### config.mk
export PLATFORM = sky130hd
export DESIGN_NAME = rrf_commit_map_flat
export DESIGN_NICKNAME = d
export VERILOG_FILES = /design/src/rtl/rrf_commit_map_if.sv /design/src/rtl/rrf_commit_map.sv /design/src/flat_wrapper.sv
export SDC_FILE = /design/constraint.sdc
export NUM_CORES = 1
export LEC_CHECK = 0
export BUFFER_PORTS_ARGS = -buffer_cell sky130_fd_sc_hd__buf_2
export CORE_MARGIN = 1.5
export CORE_UTILIZATION = 60
export DETAILED_ROUTE_END_ITERATION = 12
export PLACE_DENSITY = 0.92
export SLEW_MARGIN = 20
export SYNTH_ARGS = -nofsm -noshare
export SYNTH_HDL_FRONTEND = slang
export SYNTH_SLANG_ARGS = --single-unit
### constraint.sdc
create_clock -name clk -period 6.5 [get_ports clk]
set_input_delay 0.65 -clock clk [delete_from_list [all_inputs] [get_ports clk]]
set_output_delay 0.65 -clock clk [all_outputs]
set_load 0.005 [all_outputs]
### src/rtl/rrf_commit_map_if.sv
// ----------------------------------------------------------------------------
// rrf_commit_map_if
// Bundles every non-clock/reset signal of the retirement rename table.
//   commit side  : cm_valid/cm_ready handshake carrying cm_has_dest, cm_rd, cm_prd
//   free side    : fr_valid/fr_ready handshake carrying fr_prd, plus fr_count
//   recovery     : flush_req in, restore_en strobe and restore_tab (full map) out
//   debug lookup : q_rd in, q_prd out
// Modports: master = ROB / free list / frf side, slave = rrf_commit_map.
// ----------------------------------------------------------------------------
interface rrf_commit_map_if #(
   parameter int ARCH   = 32,
   parameter int PHYS   = 64,
   parameter int AW     = $clog2(ARCH),
   parameter int PW     = $clog2(PHYS),
   parameter int FDEPTH = 4
);
   logic                          cm_valid;
   logic                          cm_ready;
   logic                          cm_has_dest;
   logic [AW-1:0]                 cm_rd;
   logic [PW-1:0]                 cm_prd;
   logic                          fr_valid;
   logic                          fr_ready;
   logic [PW-1:0]                 fr_prd;
   logic [$clog2(FDEPTH):0]       fr_count;
   logic                          flush_req;
   logic                          restore_en;
   logic [ARCH-1:0][PW-1:0]       restore_tab;
   logic [AW-1:0]                 q_rd;
   logic [PW-1:0]                 q_prd;

   modport master (
      output cm_valid, cm_has_dest, cm_rd, cm_prd, fr_ready, flush_req, q_rd,
      input  cm_ready, fr_valid, fr_prd, fr_count, restore_en, restore_tab, q_prd
   );

   modport slave (
      input  cm_valid, cm_has_dest, cm_rd, cm_prd, fr_ready, flush_req, q_rd,
      output cm_ready, fr_valid, fr_prd, fr_count, restore_en, restore_tab, q_prd
   );
endinterface

### src/rtl/rrf_commit_map.sv
// ----------------------------------------------------------------------------
// rrf_commit_map
// Retirement rename table. Holds the committed arch->phys map, updated in
// program order by ROB commits. Each commit with a destination pushes the
// displaced physical register into a small freed-reg FIFO feeding the free
// list. A flush triggers a one-cycle restore strobe while restore_tab (always
// the committed map) is copied into the speculative rename table.
//
// Ports
//   clk     : clock, all state on posedge
//   rst_n   : asynchronous active-low reset
//   bus     : rrf_commit_map_if.slave
//             cm_*       commit handshake from ROB
//             fr_*       freed-reg handshake to free list, fr_count occupancy
//             flush_req  recovery pulse; restore_en/restore_tab to frf
//             q_rd/q_prd combinational committed-map lookup
//
// Configuration
//   RRF_X0_HARDWIRE_EN : arch reg 0 is hardwired to phys 0. A commit to rd 0
//                        leaves the map alone and frees its own cm_prd;
//                        lookups and restore_tab[0] read 0.
//                        Undefined: reg 0 behaves like any other register.
// ----------------------------------------------------------------------------
module rrf_commit_map #(
   parameter int ARCH   = 32,
   parameter int PHYS   = 64,
   parameter int AW     = $clog2(ARCH),
   parameter int PW     = $clog2(PHYS),
   parameter int FDEPTH = 4
) (
   input  logic              clk,
   input  logic              rst_n,
   rrf_commit_map_if.slave   bus
);

   localparam int FAW = $clog2(FDEPTH);
   localparam int CW  = FAW + 1;

   typedef enum logic {
      IDLE    = 1'b0,
      RESTORE = 1'b1
   } state_t;

   state_t                    state_q, state_d;
   logic                      restore_en_q, restore_en_d;
   logic [ARCH-1:0][PW-1:0]   rmap_q, rmap_d;
   logic [FDEPTH-1:0][PW-1:0] mem_q, mem_d;
   logic [FAW-1:0]            wr_ptr_q, wr_ptr_d;
   logic [FAW-1:0]            rd_ptr_q, rd_ptr_d;
   logic [CW-1:0]             count_q, count_d;

   logic                      fr_valid;
   logic                      pop;
   logic                      cm_ready;
   logic                      push;
   logic [PW-1:0]             push_prd;
   logic [PW-1:0]             q_prd;

   always_comb begin
      fr_valid = (count_q != '0);
      pop      = fr_valid & bus.fr_ready;
      // A full FIFO still takes a commit when the head leaves this cycle.
      // rst_n gating keeps the commit port closed while reset is held.
      cm_ready = rst_n & (state_q == IDLE) & ~bus.flush_req &
                 ((count_q < CW'(FDEPTH)) | pop);
      push     = bus.cm_valid & cm_ready & bus.cm_has_dest;

      rmap_d   = rmap_q;
`ifdef RRF_X0_HARDWIRE_EN
      if (bus.cm_rd == '0) begin
         // rd 0 never holds a mapping, so the newly allocated reg is dead at once.
         push_prd = bus.cm_prd;
      end else begin
         push_prd = rmap_q[bus.cm_rd];
         if (push) rmap_d[bus.cm_rd] = bus.cm_prd;
      end
`else
      push_prd = rmap_q[bus.cm_rd];
      if (push) rmap_d[bus.cm_rd] = bus.cm_prd;
`endif

      // No bypass: a push into an empty FIFO is visible at the head next cycle.
      mem_d    = mem_q;
      wr_ptr_d = wr_ptr_q;
      rd_ptr_d = rd_ptr_q;
      if (push) begin
         mem_d[wr_ptr_q] = push_prd;
         wr_ptr_d        = wr_ptr_q + 1'b1;
      end
      if (pop) rd_ptr_d = rd_ptr_q + 1'b1;

      count_d = count_q;
      case ({push, pop})
         2'b10:   count_d = count_q + 1'b1;
         2'b01:   count_d = count_q - 1'b1;
         default: count_d = count_q;
      endcase

      // Restore lasts exactly one cycle; a flush seen in RESTORE is dropped.
      state_d = state_q;
      case (state_q)
         IDLE:    if (bus.flush_req) state_d = RESTORE;
         RESTORE: state_d = IDLE;
         default: state_d = IDLE;
      endcase
      restore_en_d = (state_d == RESTORE);

`ifdef RRF_X0_HARDWIRE_EN
      q_prd = (bus.q_rd == '0) ? '0 : rmap_q[bus.q_rd];
`else
      q_prd = rmap_q[bus.q_rd];
`endif
   end

   always_ff @(posedge clk or negedge rst_n) begin
      if (!rst_n) begin
         state_q      <= IDLE;
         restore_en_q <= 1'b0;
         wr_ptr_q     <= '0;
         rd_ptr_q     <= '0;
         count_q      <= '0;
         for (int i = 0; i < ARCH; i++) rmap_q[i] <= PW'(i);
      end else begin
         state_q      <= state_d;
         restore_en_q <= restore_en_d;
         wr_ptr_q     <= wr_ptr_d;
         rd_ptr_q     <= rd_ptr_d;
         count_q      <= count_d;
         rmap_q       <= rmap_d;
      end
   end

   // FIFO storage needs no reset: fr_prd is masked while the FIFO is empty.
   always_ff @(posedge clk) begin
      mem_q <= mem_d;
   end

   assign bus.cm_ready    = cm_ready;
   assign bus.fr_valid    = fr_valid;
   assign bus.fr_prd      = fr_valid ? mem_q[rd_ptr_q] : '0;
   assign bus.fr_count    = count_q;
   assign bus.restore_en  = restore_en_q;
   assign bus.restore_tab = rmap_q;
   assign bus.q_prd       = q_prd;

endmodule

### src/flat_wrapper.sv
// flat-port wrapper written by rule: the top's interface ports become plain ports
module rrf_commit_map_flat 
#(
   parameter int ARCH   = 32,
   parameter int PHYS   = 64,
   parameter int AW     = $clog2(ARCH),
   parameter int PW     = $clog2(PHYS),
   parameter int FDEPTH = 4
)
  (clk, rst_n, bus_cm_valid, bus_cm_has_dest, bus_cm_rd, bus_cm_prd, bus_fr_ready, bus_flush_req, bus_q_rd, bus_cm_ready, bus_fr_valid, bus_fr_prd, bus_fr_count, bus_restore_en, bus_restore_tab, bus_q_prd);
  rrf_commit_map_if #(.ARCH(ARCH), .PHYS(PHYS), .AW(AW), .PW(PW), .FDEPTH(FDEPTH)) bus_i ();
  input  logic clk;
  input  logic rst_n;
  input wire logic [$bits(bus_i.cm_valid)-1:0] bus_cm_valid;
  input wire logic [$bits(bus_i.cm_has_dest)-1:0] bus_cm_has_dest;
  input wire logic [$bits(bus_i.cm_rd)-1:0] bus_cm_rd;
  input wire logic [$bits(bus_i.cm_prd)-1:0] bus_cm_prd;
  input wire logic [$bits(bus_i.fr_ready)-1:0] bus_fr_ready;
  input wire logic [$bits(bus_i.flush_req)-1:0] bus_flush_req;
  input wire logic [$bits(bus_i.q_rd)-1:0] bus_q_rd;
  output wire logic [$bits(bus_i.cm_ready)-1:0] bus_cm_ready;
  output wire logic [$bits(bus_i.fr_valid)-1:0] bus_fr_valid;
  output wire logic [$bits(bus_i.fr_prd)-1:0] bus_fr_prd;
  output wire logic [$bits(bus_i.fr_count)-1:0] bus_fr_count;
  output wire logic [$bits(bus_i.restore_en)-1:0] bus_restore_en;
  output wire logic [$bits(bus_i.restore_tab)-1:0] bus_restore_tab;
  output wire logic [$bits(bus_i.q_prd)-1:0] bus_q_prd;
  assign bus_i.cm_valid = bus_cm_valid;
  assign bus_i.cm_has_dest = bus_cm_has_dest;
  assign bus_i.cm_rd = bus_cm_rd;
  assign bus_i.cm_prd = bus_cm_prd;
  assign bus_i.fr_ready = bus_fr_ready;
  assign bus_i.flush_req = bus_flush_req;
  assign bus_i.q_rd = bus_q_rd;
  assign bus_cm_ready = bus_i.cm_ready;
  assign bus_fr_valid = bus_i.fr_valid;
  assign bus_fr_prd = bus_i.fr_prd;
  assign bus_fr_count = bus_i.fr_count;
  assign bus_restore_en = bus_i.restore_en;
  assign bus_restore_tab = bus_i.restore_tab;
  assign bus_q_prd = bus_i.q_prd;
  rrf_commit_map #(.ARCH(ARCH), .PHYS(PHYS), .AW(AW), .PW(PW), .FDEPTH(FDEPTH)) u_core (.clk(clk), .rst_n(rst_n), .bus(bus_i));
endmodule
==> flow_metrics.py <==
metrics = {
    "pwr": {
        "clkPwrFrac": 0.398,
        "peakVddDrop_v": 0.0001866,
        "power.density_nw_per_um2": 248.2,
        "p_total_mw": 3.517,
        "sw_frac_of_total": 0.2627,
        "power.internal_mw": 2.593,
        "comb_power_share": 0.146,
        "static-leakage-power_nw": 6.560,
        "pwr-share-seq": 0.456,
        "p_switching_mw": 0.9239,
    },
    "floorplanning": {
        "start_util": 0.6161,
        "die_h_um": 145.1,
        "ios": 232,
        "core_um2": 19650,
        "num_rows": 51,
        "design.die.area_um2": 21040,
        "die_x_um": 145.1,
    },
    "cts": {
        "cts_tree": "built",
        "htreeDepth": 1,
        "clockRootBuffer": "clkbuf_16",
        "clkTransAtPathRegs_ps": 60,
        "clkSinkCount": 224,
        "clockBufferDepth": 3,
        "clk-insertion-delay-late_ps": 520,
        "cts_buffers": 24,
        "ctsResizeCount": 0,
        "cts_setup_buffers": 0,
        "cts_hold_buffers": 0,
    },
    "sta": {
        "slew_violations": 0,
        "finalClockSkew_ps": 13.72,
        "tightest_slew_ps": 1003,
        "rsz0062_at_grt": "false",
        "period_share": 0.5689,
        "fmax_ghz": 0.2704,
        "setup-violations-final": 0,
        "setup_tns_ps": 0,
        "final_hold_viol_count": 0,
        "slew_headroom": 0.3301,
        "fin_crit_ps": 3698,
    },
    "worst_setup_path": {
        "r2r-end": "u_core.bus.fr_count[2]",
        "crit_type": "primary input to primary output",
        "crit_chain": "buf_4 -> mux4_2 -> mux4_2 -> mux2_2 -> buf_2",
        "reg2reg_depth": 9,
        "cp_common_cell": "mux4_2",
        "cp_max_fo": 48,
        "timing.rr.start": "u_core.state_q",
        "cp_top_family": "multiplexers",
        "crit_required_ps": 5850,
        "ff2ff_setup_slack_ps": 3630,
        "cp_data_arrival_time_ps": 3050,
        "max_stage_delay_ps": 700,
        "cpMaxStageDelayCell": "buf_4",
        "crit_path_start_kind": "primary input",
        "crit_buf_inv": 2,
        "endpoint_kind": "primary output",
    },
    "layout": {
        "final_common_cell": "buf_2",
        "diodes": 0,
        "final_nets": 949,
        "fillers": 1215,
        "final_cell_mix": "buf_2, mux2_2, dfrtp_1, mux4_2, dfstp_2",
        "finish.utilization": 0.7210,
        "syn_to_final_growth_pct": 17.02,
        "drive_above_1_share": 0.7274,
    },
    "grt": {
        "antenna_found_initial": 1,
        "overflow": 0,
        "grt_pass1_vias": 8659,
        "grt_start_max_net_pins": 124,
        "grt_pass1_wl_um": 55830,
        "track_usage": 0.3536,
    },
    "synth": {
        "synth_nets": 751,
        "synth_cells": 723,
        "syn_avg_cell_area_um2": 16.75,
        "ys.flop_type": "dfrtp_1",
        "synth_edf_count": 24,
        "seq_area_frac_synth": 0.4811,
        "synth_seq_cells": 224,
        "ys_warn_count": 0,
        "syn_area_um2": 12110,
        "post_synth_num_cell_types": 41,
        "synthArstFlopShare": 0.8929,
    },
    "hold_path": {
        "hold_path.class": "primary input to async pin",
    },
    "drt": {
        "avgViaCountPerCell": 7.146,
        "drtPass1Iterations": 5,
        "ant_nets": 0,
        "post_drt_wl_per_cell_um": 30.44,
        "wirelength_um": 36650,
        "dr_total_vias": 8604,
        "drc": 0,
        "drtIter0Drc": 878,
    },
    "placement": {
        "io_buffers": 231,
        "globalplace.congestion": 0.8910,
        "detailed_place_hpwl_um": 24710,
    },
    "flow_run": {
        "cap_violations": 0,
    },
    "run_status": {
        "status": "finished clean",
    },
}
[flip-flops by register name (all words and copies together) (netlist names)]
| signal | count |
|---|---|
| u_core.bus.restore_tab | 192 |
| u_core.mem_q | 24 |
| u_core.state_q | 1 |
| u_core.rd_ptr_q | 2 |
| u_core.bus.fr_count | 3 |
| u_core.wr_ptr_q | 2 |
[layer usage]
layer  share of wire  vias up  GRT usage
met2            0.48      723     0.5498
met5         0.00025        -          0
met3            0.12      135    0.09528
li1                -     3288          -
met1            0.35     4456     0.4802
met4           0.041        2     0.1393
[cells by family (layout without fill, tap and decap cells)]
kind of cell | after synthesis | after routing | synth area share
AO/OA/AOI/OAI | 24 | 24 | 0.01488
buffers and inverters | 67 | 283 | 0.02583
adder cells (fa/ha/maj) | 6 | 6 | 0.006820
AND/OR/NAND/NOR | 82 | 82 | 0.06727
multiplexers | 314 | 314 | 0.3998
XOR/XNOR | 6 | 6 | 0.004341
flip-flops | 224 | 224 | 0.4811
[cells in the mapped netlist, drive strengths merged (2+ instances only)]
cell / n / area (um2)
a22oi: 24 / 180.2
and2: 11 / 68.82
and3b: 3 / 26.28
and4b: 2 / 20.02
buf: 23 / 147.6
clkbuf: 38 / 142.6
dfrtp: 120 / 3003
dfstp: 80 / 2102
edfxtp: 24 / 720.7
ha: 5 / 62.56
inv: 6 / 22.52
mux2: 199 / 2263
mux4: 114 / 2567
nand3: 2 / 10.01
nand3b: 3 / 22.52
nand4: 23 / 150.1
nand4b: 2 / 17.52
nor2: 2 / 7.510
nor2b: 2 / 12.51
nor3: 2 / 20.02
nor3b: 4 / 45.05
nor4: 16 / 340.3
or3: 2 / 12.51
or3b: 4 / 35.04
xnor2: 3 / 26.28
xor2: 3 / 26.28
[final cells by class]
type | instances | area, um2 | area share
multi-input combinational | 432 | 5989 | 0.4227
sequential | 224 | 5826 | 0.4111
timing repair buffer | 233 | 1191 | 0.08406
clock buffer | 33 | 675.6 | 0.04768
tap | 265 | 331.6 | 0.02340
clock inverter | 11 | 133.9 | 0.009448
inverter | 6 | 22.52 | 0.001589
[worst max path at each step]
stage / start / to / slack, ps / cells after the start
finish: bus_q_rd[1] / bus_q_prd[0] / 2800 / 5
global route: bus_q_rd[1] / bus_q_prd[0] / 2680 / 5
CTS: bus_q_rd[1] / bus_q_prd[5] / 2810 / 5
detailed placement: rst_n / u_core.bus.fr_count[2] / 2570 / 10
global placement: rst_n / u_core.bus.fr_count[2] / 2730 / 10
floorplan: bus_q_rd[2] / bus_q_prd[5] / 3460 / 5
[power groups by stage]
stage	Combinational, mW	Sequential [mW]	Clock [mW]
detailed placement	0.512	1.62	0
CTS	0.516	1.60	1.41
global placement	0.489	1.62	0
finish	0.514	1.60	1.40
global route	0.551	1.61	1.46
floorplan	0.348	1.58	0
[metrics by stage]
step | instances | setup slack (ps) | cell area [um2] | hold slack [ps]
2_1_floorplan | 723 | 3462 | 12110 | 354.4
3_3_place_gp | 1160 | 2729 | 13350 | 518.3
3_5_place_dp | 1160 | 2574 | 13350 | 544.3
4_1_cts | 1204 | 2812 | 14160 | 321.0
5_1_grt | 1204 | 2679 | 14170 | 377.0
6_report | 1204 | 2802 | 14170 | 259.9
(Power assumes the default switching activity.)
